===== src/rtl/fractal_sync_tx_arb.sv =====
// Round-robin arbiter draining N_CH fall-through response FIFOs onto one
// registered valid/ready response channel, with bounded per-channel bursts.
module fractal_sync_tx_arb #(
  parameter type fsync_rsp_t = logic,
  parameter int  N_CH        = 2,
  parameter int  MAX_BURST   = 1,
  localparam int GNT_W       = (N_CH > 1) ? $clog2(N_CH) : 1
) (
  input  logic             clk_i,
  input  logic             rst_i,
  input  logic [N_CH-1:0]  empty_i,
  input  fsync_rsp_t       rsp_i [N_CH],
  output logic [N_CH-1:0]  pop_o,
  output fsync_rsp_t       rsp_o,
  output logic             valid_o,
  input  logic             ready_i,
  output logic [GNT_W-1:0] grant_o,
  output logic             busy_o
);

  localparam int CNT_W = (MAX_BURST > 1) ? $clog2(MAX_BURST) : 1;

  typedef enum logic {
    ST_EMPTY,
    ST_FULL
  } state_e;

  state_e           state_q;
  fsync_rsp_t       rsp_q;
  logic [GNT_W-1:0] grant_q;
  logic [GNT_W-1:0] rr_q;
  logic [GNT_W-1:0] owner_q;
  logic [CNT_W-1:0] burst_q;

  logic             load;
  logic             any_req;
  logic             grant;
  logic             sticky;
  logic             scan_hit;
  logic [GNT_W-1:0] scan_sel;
  logic [GNT_W-1:0] sel;
  logic [GNT_W-1:0] rr_d;
  logic [GNT_W-1:0] idx;
  int               j;

  // First non-empty channel at or after the rr pointer, wrapping.
  always_comb begin
    scan_sel = rr_q;
    scan_hit = 1'b0;
    idx      = '0;
    j        = 0;
    for (int i = 0; i < N_CH; i++) begin
      j = int'(rr_q) + i;
      if (j >= N_CH) j = j - N_CH;
      idx = GNT_W'(j);
      if (!scan_hit && !empty_i[idx]) begin
        scan_sel = idx;
        scan_hit = 1'b1;
      end
    end
  end

  always_comb begin
    any_req = |(~empty_i);
    load    = (state_q == ST_EMPTY) || ready_i;
    grant   = load && any_req && !rst_i;
    sticky  = (MAX_BURST > 1) && !empty_i[owner_q]
              && (int'(burst_q) < MAX_BURST - 1);
    sel     = sticky ? owner_q : scan_sel;
    rr_d    = (scan_sel == GNT_W'(N_CH - 1)) ? '0
                                            : scan_sel + 1'b1;
    pop_o   = '0;
    if (grant) pop_o[sel] = 1'b1;
  end

  always_ff @(posedge clk_i) begin
    if (rst_i) begin
      state_q <= ST_EMPTY;
      rsp_q   <= '0;
      grant_q <= '0;
      rr_q    <= '0;
      owner_q <= '0;
      burst_q <= '0;
    end else if (grant) begin
      state_q <= ST_FULL;
      rsp_q   <= rsp_i[sel];
      grant_q <= sel;
      owner_q <= sel;
      if (sticky) begin
        burst_q <= burst_q + 1'b1;
      end else begin
        // A scan grant always opens a fresh burst, even for the same owner.
        burst_q <= '0;
        rr_q    <= rr_d;
      end
    end else if (state_q == ST_FULL && ready_i) begin
      state_q <= ST_EMPTY;
    end
  end

  assign rsp_o   = rsp_q;
  assign valid_o = (state_q == ST_FULL);
  assign grant_o = grant_q;
  assign busy_o  = valid_o || any_req;

`ifndef SYNTHESIS
  a_par: assert property (@(posedge clk_i)
    (N_CH >= 1) && (MAX_BURST >= 1));
  a_oh: assert property (@(posedge clk_i)
    $onehot0(pop_o));
  a_pe: assert property (@(posedge clk_i)
    (pop_o & empty_i) == '0);
  a_st: assert property (@(posedge clk_i) disable iff (rst_i)
    (valid_o && !ready_i) |=> $stable(rsp_o));
`endif

endmodule

===== config.mk =====
export PLATFORM = sky130hd
export DESIGN_NAME = fractal_sync_tx_arb
export DESIGN_NICKNAME = d
export VERILOG_FILES = /design/src/rtl/fractal_sync_tx_arb.sv
export SDC_FILE = /design/constraint.sdc
export NUM_CORES = 1
export LEC_CHECK = 0
export BUFFER_PORTS_ARGS = -buffer_cell sky130_fd_sc_hd__buf_2
export CAP_MARGIN = 5
export CORE_AREA = 10 10 47 49
export CTS_CLUSTER_DIAMETER = 40
export DETAILED_ROUTE_END_ITERATION = 12
export DIE_AREA = 0 0 57 59
export GPL_TIMING_DRIVEN = 1
export PLACE_DENSITY = 0.37
export SLEW_MARGIN = 25
export SYNTH_ARGS = -nofsm -noshare
export SYNTH_HDL_FRONTEND = slang
export SYNTH_SLANG_ARGS = --single-unit

===== constraint.sdc =====
create_clock -name clk_i -period 1.78 [get_ports clk_i]
set_input_delay 0.267 -clock clk_i [delete_from_list [all_inputs] [get_ports clk_i]]
set_output_delay 0.267 -clock clk_i [all_outputs]
set_load 0.03 [all_outputs]

======== Yosys cells after proc, flatten, opt, wreduce, memory -nomap -nowiden ========
Index checks and enable logic that the tools add are counted.
cells by class
  $add $sub $neg .......................... 4
  order comparisons ....................... 7
  multiplexer cells ....................... 17
  bitwise logic cells ..................... 3
  reductions and logical operators ........ 11
operators with widths
  kind                                                                                 number
  1-bit two-way mux                                                                    15
  1-bit by 2-bit < comparator with 1-bit output, second input constant                 3
  1-bit logical AND                                                                    5
  2-bit greater-or-equal comparator, second input constant                             2
  1-bit by 1-bit adder with 2-bit output, second input constant                        1
  1-bit by 2-bit greater-or-equal comparator with 1-bit output, second input constant  1
  1-bit zero test                                                                      2
  1-bit logical OR                                                                     2
  2-bit two-way mux                                                                    1
  1-bit NOT with 2-bit output                                                          1
  2-bit NOT                                                                            1
  2-bit nonzero test                                                                   1
  2-bit OR reduction                                                                   1
  1-bit subtractor, second input constant                                              2
  1-bit adder, second input constant                                                   1
  1-bit demux with 1-bit select                                                        1
  1-bit greater-or-equal comparator, second input constant                             1
  1-bit NOT                                                                            1
word-level totals
  bits in registers ....................... 4
  input bits .............................. 7
  output and inout bits ................... 6
  logic and storage cells ................. 46

======== Longest topological paths before layout ========
Gate-level depths: netlist of run 1.
  word-level depth ........................ 13
  depth in mapped cells ................... 4
  mapped depth without buffers ............ 4

======== Least setup slack after synthesis of run 1 ========
No wires, ideal clock.
  path type ............................... register to output
  start point ............................. reg state_q (netlist: valid_o)
  end point ............................... out pop_o[0]
  data arrival time ....................... 1394 ps
  required time ........................... 1513 ps
  path slack .............................. 119 ps
  cell stages (with the launch flop) ...... 4
  path buffers ............................ 0
  cells stage by stage .................... dfxtp_1 nor2b_1 a211oi_2 nor2b_1
between the ends
  cells in the longest elaborated chain, start to end .. 5
ends and longest elaborated chain
  what                             line  RTL
  start, declared                  28    state_e state_q;
  start signal, assigned           78    state_q <= ST_EMPTY;
  start signal, assigned           85    state_q <= ST_FULL;
  start signal, assigned           97    state_q <= ST_EMPTY;
  1-bit NOT                        65    load = (state_q == ST_EMPTY) || ready_i;
  1-bit logical OR                 65
  1-bit logical AND (2 in series)  66    grant = load && any_req && !rst_i;
  2-bit two-way mux                73    if (grant) pop_o[sel] = 1'b1;
  end, declared                    13    output logic [N_CH-1:0] pop_o,
Every way passes these cells.

======== Worst setup path after layout of run 1 ========
  start point ............................. reg state_q (netlist: valid_o)
  end point ............................... out pop_o[1]
The elaborated chain is that of the path after synthesis.

==> metrics.yaml, run 1 <==
status:
  outcome: "finished, final reports clean"
timing:
  tightest_slew_ps: 253
  fin_crit_sh: 0.970
  fmax_ghz: 0.579
  drv_slew: 0
  clock_skew_ps: 6.00
  relSlewSlack: 0.831
  hold_viol_final: 0
  setup_viol: 0
  min_period_ps: 1730
synthesis:
  yosysSeqAreaShare: 0.421
  synth-seq-cells: 4
  synthDistinctLibCells: 14
  ys_top_cells_by_count: "dfxtp_1, nor2_1, nor2b_1"
  synth_top_family_by_area: "simple AND/OR/NAND/NOR gates"
  synth_compound_area_frac: 0.138
  syn_nets: 27
  synth.avg_cell_area_um2: 9.51
  synth_flop_cell: "dfxtp_1"
  synthMostInstantiatedCell: "dfxtp_1"
  synth.area.top_cells: "dfxtp_1, a211oi_2, nor2b_1"
  synthCells: 20
  synth_xor_area_frac: 0
  yosysTopAreaCellShare: 0.421
  yosys.area_share.simple: 0.289
  synth_fa_ha_area_frac: 0.0592
  syn_area_um2: 190
  ys_warn_count: 0
  synth_area_leader_cell: "dfxtp_1"
  synthMuxAreaShare: 0.0526
  async_flop_share: 0
  synth_edf_count: 0
global_routing:
  track_usage: 0.0402
  antenna_found_initial: 0
  grt_pass1_wl_um: 993
  grt_max_degree: 7
  grt_pass1_vias: 234
  overflow: 0
placement:
  port_buffers: 12
  dpl.hpwl_um: 493
  dp.cells: 48
  gp_congestion: 0.731
layout:
  antenna_cells: 0
  nets: 46
  drive_gt1_frac: 0.595
  area_growth_pct: 61.8
  fin_cells: 53
drt:
  ant_nets: 0
  drc_errors: 0
  vias: 205
  drtIter0Drc: 0
  dr.pass1.iters: 1
  wl_per_cell_um: 11.6
  routed_wl_um: 617
  vias_per_cell: 3.87
critical_path:
  start_kind: "flip-flop"
  r2r-start: "valid_o"
  cp.required_ps: 1510
  r2r-end: "rsp_o"
  cp-end-kind: "output pin"
  crit_buf_inv: 2
  cp_max_fo: 3
  endpoint: "pop_o[1]"
  path_depth: 5
  crit_family: "buffers and inverters"
  crit_path_cell_trace: "nor2b_1 > a211oi_2 > buf_4 > and2_4 > buf_2"
  critPathSlowestCell: "dfxtp_1"
  critical-path-max-stage-delay_ps: 310
  arrival_ps: 1460
  setup.worst_path.class: "reg2out"
  r2r_slack_ps: 520
  crit_start: "valid_o"
  reg2reg_depth: 5
die:
  num_rows: 14
  start_util: 0.136
  dieHeight_um: 59
  dieArea_um2: 3360
  ioPinCount: 13
  die_w_um: 57
  core_um2: 1400
clocking:
  cts_buffers: 3
  root_buffer: "clkbuf_4"
  cts_sinks: 4
  h-tree-depth: 1
  post_cts_resized: 0
  clkLatencyLatePin_ps: 230
  clk_path_buf_depth: 2
  path_clk_slew_ps: 40
  tritoncts: "built"
power_and_ir_drop:
  clockPowerShare: 0.396
  ir_drop_mv: 0.391
  finalPower_mw: 0.285
  intPower_mw: 0.201
  share_seq_of_total_power: 0.356
  switchingPower_mw: 0.0837
  comb_power_share: 0.248
  p_sw_frac: 0.294
  p_per_area_nw_per_um2: 925
  p_leak_nw: 0.148
worst_hold_path:
  min_path_type: "in2reg"
run:
  maxCapViolations: 0
==> kinds of logic (layout without fill, tap and decap cells) <==
| kind of cell | count (synthesis) | in the layout |
|---|---|---|
| multiplexers | 1 | 1 |
| adder cells (fa/ha/maj) | 1 | 1 |
| AND/OR/NAND/NOR | 9 | 9 |
| buffers and inverters | 2 | 19 |
| AO/OA/AOI/OAI | 3 | 3 |
| flip-flops | 4 | 4 |
==> power by group through the flow <==
| stage | Clock [mW] | Combinational [mW] | Sequential (mW) |
|---|---|---|---|
| 4_1_cts | 0.117 | 0.0664 | 0.101 |
| 2_1_floorplan | 0 | 0.0317 | 0.113 |
| 3_3_place_gp | 0 | 0.0650 | 0.103 |
| 6_report | 0.113 | 0.0706 | 0.101 |
| 5_1_grt | 0.123 | 0.0762 | 0.102 |
| 3_5_place_dp | 0 | 0.0660 | 0.103 |
==> how the worst min path moves through the flow <==
stage | slack (ps) | endpoint | cells past startpoint | from
detailed placement | 490 | grant_o | 2 | grant_o
finish | 280 | rr_q | 2 | rst_i
CTS | 270 | rr_q | 2 | rst_i
global placement | 490 | grant_o | 2 | grant_o
floorplan | 340 | valid_o | 1 | rst_i
global route | 280 | rr_q | 2 | rst_i
==> per-layer routing <==
| layer | vias to the layer above | track usage | wire length [µm] |
|---|---|---|---|
| met5 | - | 0 | 0 |
| met4 | 0 | 0.0302 | 0 |
| met3 | 0 | 0.0429 | 92 |
| met2 | 15 | 0.0326 | 164 |
| met1 | 86 | 0.0511 | 360 |
| li1 | 104 | - | - |
==> metrics by stage <==
stage | util | setup WS (ps) | hold slack (ps) | instance area, µm² | TNS [ps]
final | 0.220 | 53.6 | 276 | 308 | 0
after global routing | 0.220 | -13.2 | 277 | 308 | -13.2
after CTS | 0.209 | 34.5 | 266 | 293 | 0
after detailed placement | 0.193 | 284 | 488 | 270 | 0
after global placement | 0.193 | 311 | 489 | 270 | 0
after floorplan | - | 119 | 336 | 190 | 0
==> state kept, by name, summed over array words and instances, names as in the netlist <==
register,flops
valid_o,1
rsp_o,1
grant_o,1
rr_q,1
==> placed cells by master (no fill, tap or decap) <==
master / netlist / layout
a211oi_2: 1 / 1
a31oi_1: 1 / 1
dfxtp_1: 4 / 4
nor3_2: 1 / 1
mux2i_1: 1 / 1
maj3_2: 1 / 1
nor2_1: 3 / 3
nor3_1: 1 / 1
inv_2: 1 / 1
clkbuf_4: 0 / 3
buf_4: 0 / 2
nand3b_1: 1 / 1
nor2b_1: 2 / 2
a211oi_1: 1 / 1
and2_4: 1 / 1
inv_1: 1 / 1
buf_2: 0 / 12
==> what timing repair did <==
item,4_1_cts,5_1_grt
hold buffers,0,0
buffers inserted,0,2
setup endpoints to repair,0,2
==> area by class of cell <==
type | count | area (µm²)
inverters | 2 | 7.51
repair buffers | 14 | 75.1
fillers | 167 | 1090
clock buffers | 3 | 22.5
multi-input cells | 14 | 103
flip-flops and latches | 4 | 80.1
well taps | 16 | 20.0
Note: power is estimated with default switching activity, not from simulation.
==> run 2, diff against run 1 <==
--- a/config.mk
+++ b/config.mk
@@ -12,8 +12,9 @@
 export DETAILED_ROUTE_END_ITERATION = 12
 export DIE_AREA = 0 0 57 59
 export GPL_TIMING_DRIVEN = 1
+export MAX_ROUTING_LAYER = met4
 export PLACE_DENSITY = 0.37
-export SLEW_MARGIN = 25
+export SLEW_MARGIN = 0
 export SYNTH_ARGS = -nofsm -noshare
 export SYNTH_HDL_FRONTEND = slang
 export SYNTH_SLANG_ARGS = --single-unit
==> metrics.yaml, run 2 (same netlist as run 1, synthesis figures left out) <==
drt:
  vias: 207  # was 205
  drc_errors: 0  # unchanged
  ant_nets: 0  # unchanged
  drtIter0Drc: 0  # unchanged
  wl_per_cell_um: 11.6  # about the same
  vias_per_cell: 3.91  # was 3.87
  routed_wl_um: 616  # was 617 µm
  dr.pass1.iters: 1  # unchanged
timing:
  setup_viol: 0  # unchanged
  hold_viol_final: 0  # unchanged
  drv_slew: 0  # unchanged
  min_period_ps: 1730  # unchanged
  fmax_ghz: 0.579  # unchanged
  relSlewSlack: 0.831  # unchanged
  clock_skew_ps: 6.04  # was 6.00 ps
  tightest_slew_ps: 253  # unchanged
  worst_slack_ps: 53.6  # unchanged
  fin_crit_sh: 0.970  # unchanged
critical_path:
  setup.worst_path.class: "reg2out"  # unchanged
  cp-end-kind: "output pin"  # unchanged
  reg2reg_depth: 5  # unchanged
  start_kind: "flip-flop"  # unchanged
  r2r_slack_ps: 520  # about the same
  arrival_ps: 1460  # about the same
  cp.required_ps: 1510  # about the same
  cp_max_fo: 3  # unchanged
  r2r-end: "rsp_o"  # unchanged
  r2r-start: "valid_o"  # unchanged
die:
  core_um2: 1400  # unchanged
  dieHeight_um: 59  # unchanged
  ioPinCount: 13  # unchanged
  num_rows: 14  # unchanged
  dieArea_um2: 3360  # unchanged
  start_util: 0.136  # unchanged
  die_w_um: 57  # unchanged
clocking:
  root_buffer: "clkbuf_4"  # unchanged
  cts_hold_buf: 0  # unchanged
  tritoncts: "built"  # unchanged
  clk_path_buf_depth: 2  # unchanged
  h-tree-depth: 1  # unchanged
  post_cts_resized: 0  # unchanged
  cts_sinks: 4  # unchanged
  clkLatencyLatePin_ps: 230  # about the same
  path_clk_slew_ps: 40  # about the same
  cts_buffers: 3  # unchanged
worst_hold_path:
  holdCritStartpoint: "rst_i"  # unchanged
  min_path_type: "in2reg"  # unchanged
  holdPathEnd: "rr_q"  # unchanged
  whs_path_depth: 2  # unchanged
layout:
  area_growth_pct: 61.8  # unchanged
  final_cell_mix: "buf_2, dfxtp_1, nor2_1, clkbuf_4"  # unchanged
  seqCellArea_um2: 80.1  # unchanged
  stdcell_area_um2: 308  # unchanged
  nFillCells: 167  # unchanged
  antenna_cells: 0  # unchanged
  nets: 46  # unchanged
  final_common_cell: "buf_2"  # unchanged
  multi_input_comb_area_um2: 103  # unchanged
  fin_util: 0.220  # unchanged
  drive_gt1_frac: 0.595  # unchanged
placement:
  port_buffers: 12  # unchanged
  dpl.hpwl_um: 493  # unchanged
  preCtsSetupSlack_ps: 284  # unchanged
  gp_congestion: 0.739  # was 0.731
  placed_cell_area_um2: 270  # unchanged
run:
  maxCapViolations: 0  # unchanged
power_and_ir_drop:
  intPower_mw: 0.201  # about the same
  share_seq_of_total_power: 0.356  # about the same
  ir_drop_mv: 0.390  # was 0.391 mV
  p_per_area_nw_per_um2: 925  # about the same
  p_sw_frac: 0.294  # about the same
  p_leak_nw: 0.148  # unchanged
  switchingPower_mw: 0.0837  # about the same
  comb_power_share: 0.248  # about the same
  clockPowerShare: 0.396  # about the same
global_routing:
  grt_max_degree: 7  # unchanged
  track_usage: 0.0413  # was 0.0402
  overflow: 0  # unchanged
  grt_pass1_vias: 234  # unchanged
  grt_pass1_wl_um: 993  # unchanged
  antenna_found_initial: 0  # unchanged
status:
  outcome: "finished, final reports clean"  # unchanged
## run 2: cell type report
cell class	instances	share of cell area
Sequential cell	4	0.260
Clock buffer	3	0.0732
Tap cell	16	0.0650
Inverter	2	0.0244
Timing Repair Buffer	14	0.244
Multi-Input combinational cell	14	0.333
## run 2: what timing repair did
item,in CTS,in global routing
buffers inserted,0,2
hold endpoints to repair,0,0
endpoints found under the setup margin,0,2
## run 2: layer usage
layer / part of all wire / track usage / routed length [µm] / vias up
li1: - / - / - / 104
met1: 0.61 / 0.0535 / 376 / 88
met2: 0.27 / 0.0326 / 166 / 15
met3: 0.12 / 0.0386 / 73 / 0
met4: 0 / 0.0302 / 0 / 0
met5: 0 / - / 0 / -
## run 2: worst max-delay path, cell delays in order, from the launching register on
cell and delay (ps):
dfxtp_1 310, nor2b_1 140, a211oi_2 270, buf_4 170, and2_4 140, buf_2 190
## run 2: power groups by stage
stage / logic (mW) / registers, mW / clock network, mW
5_1_grt: 0.0761 / 0.102 / 0.123
4_1_cts: 0.0664 / 0.101 / 0.117
6_report: 0.0706 / 0.101 / 0.113
3_3_place_gp: 0.0650 / 0.103 / 0
2_1_floorplan: 0.0317 / 0.113 / 0
3_5_place_dp: 0.0660 / 0.103 / 0
## run 2: metrics by stage
stage	setup TNS [ps]	power, mW	hold slack, ps	cells
detailed placement	0	0.169	488	48
floorplan	0	0.145	336	20
finish	0	0.285	276	53
CTS	0	0.285	266	51
global route	-13.2	0.302	277	53
global placement	0	0.168	489	48
## run 2: how the worst max path moves through the flow
stage | start | to | cells after the start
floorplan | valid_o | pop_o[0] | 3
global placement | empty_i[1] | pop_o[0] | 4
detailed placement | empty_i[1] | pop_o[0] | 4
CTS | valid_o | pop_o[0] | 4
global route | valid_o | pop_o[1] | 5
finish | valid_o | pop_o[1] | 5
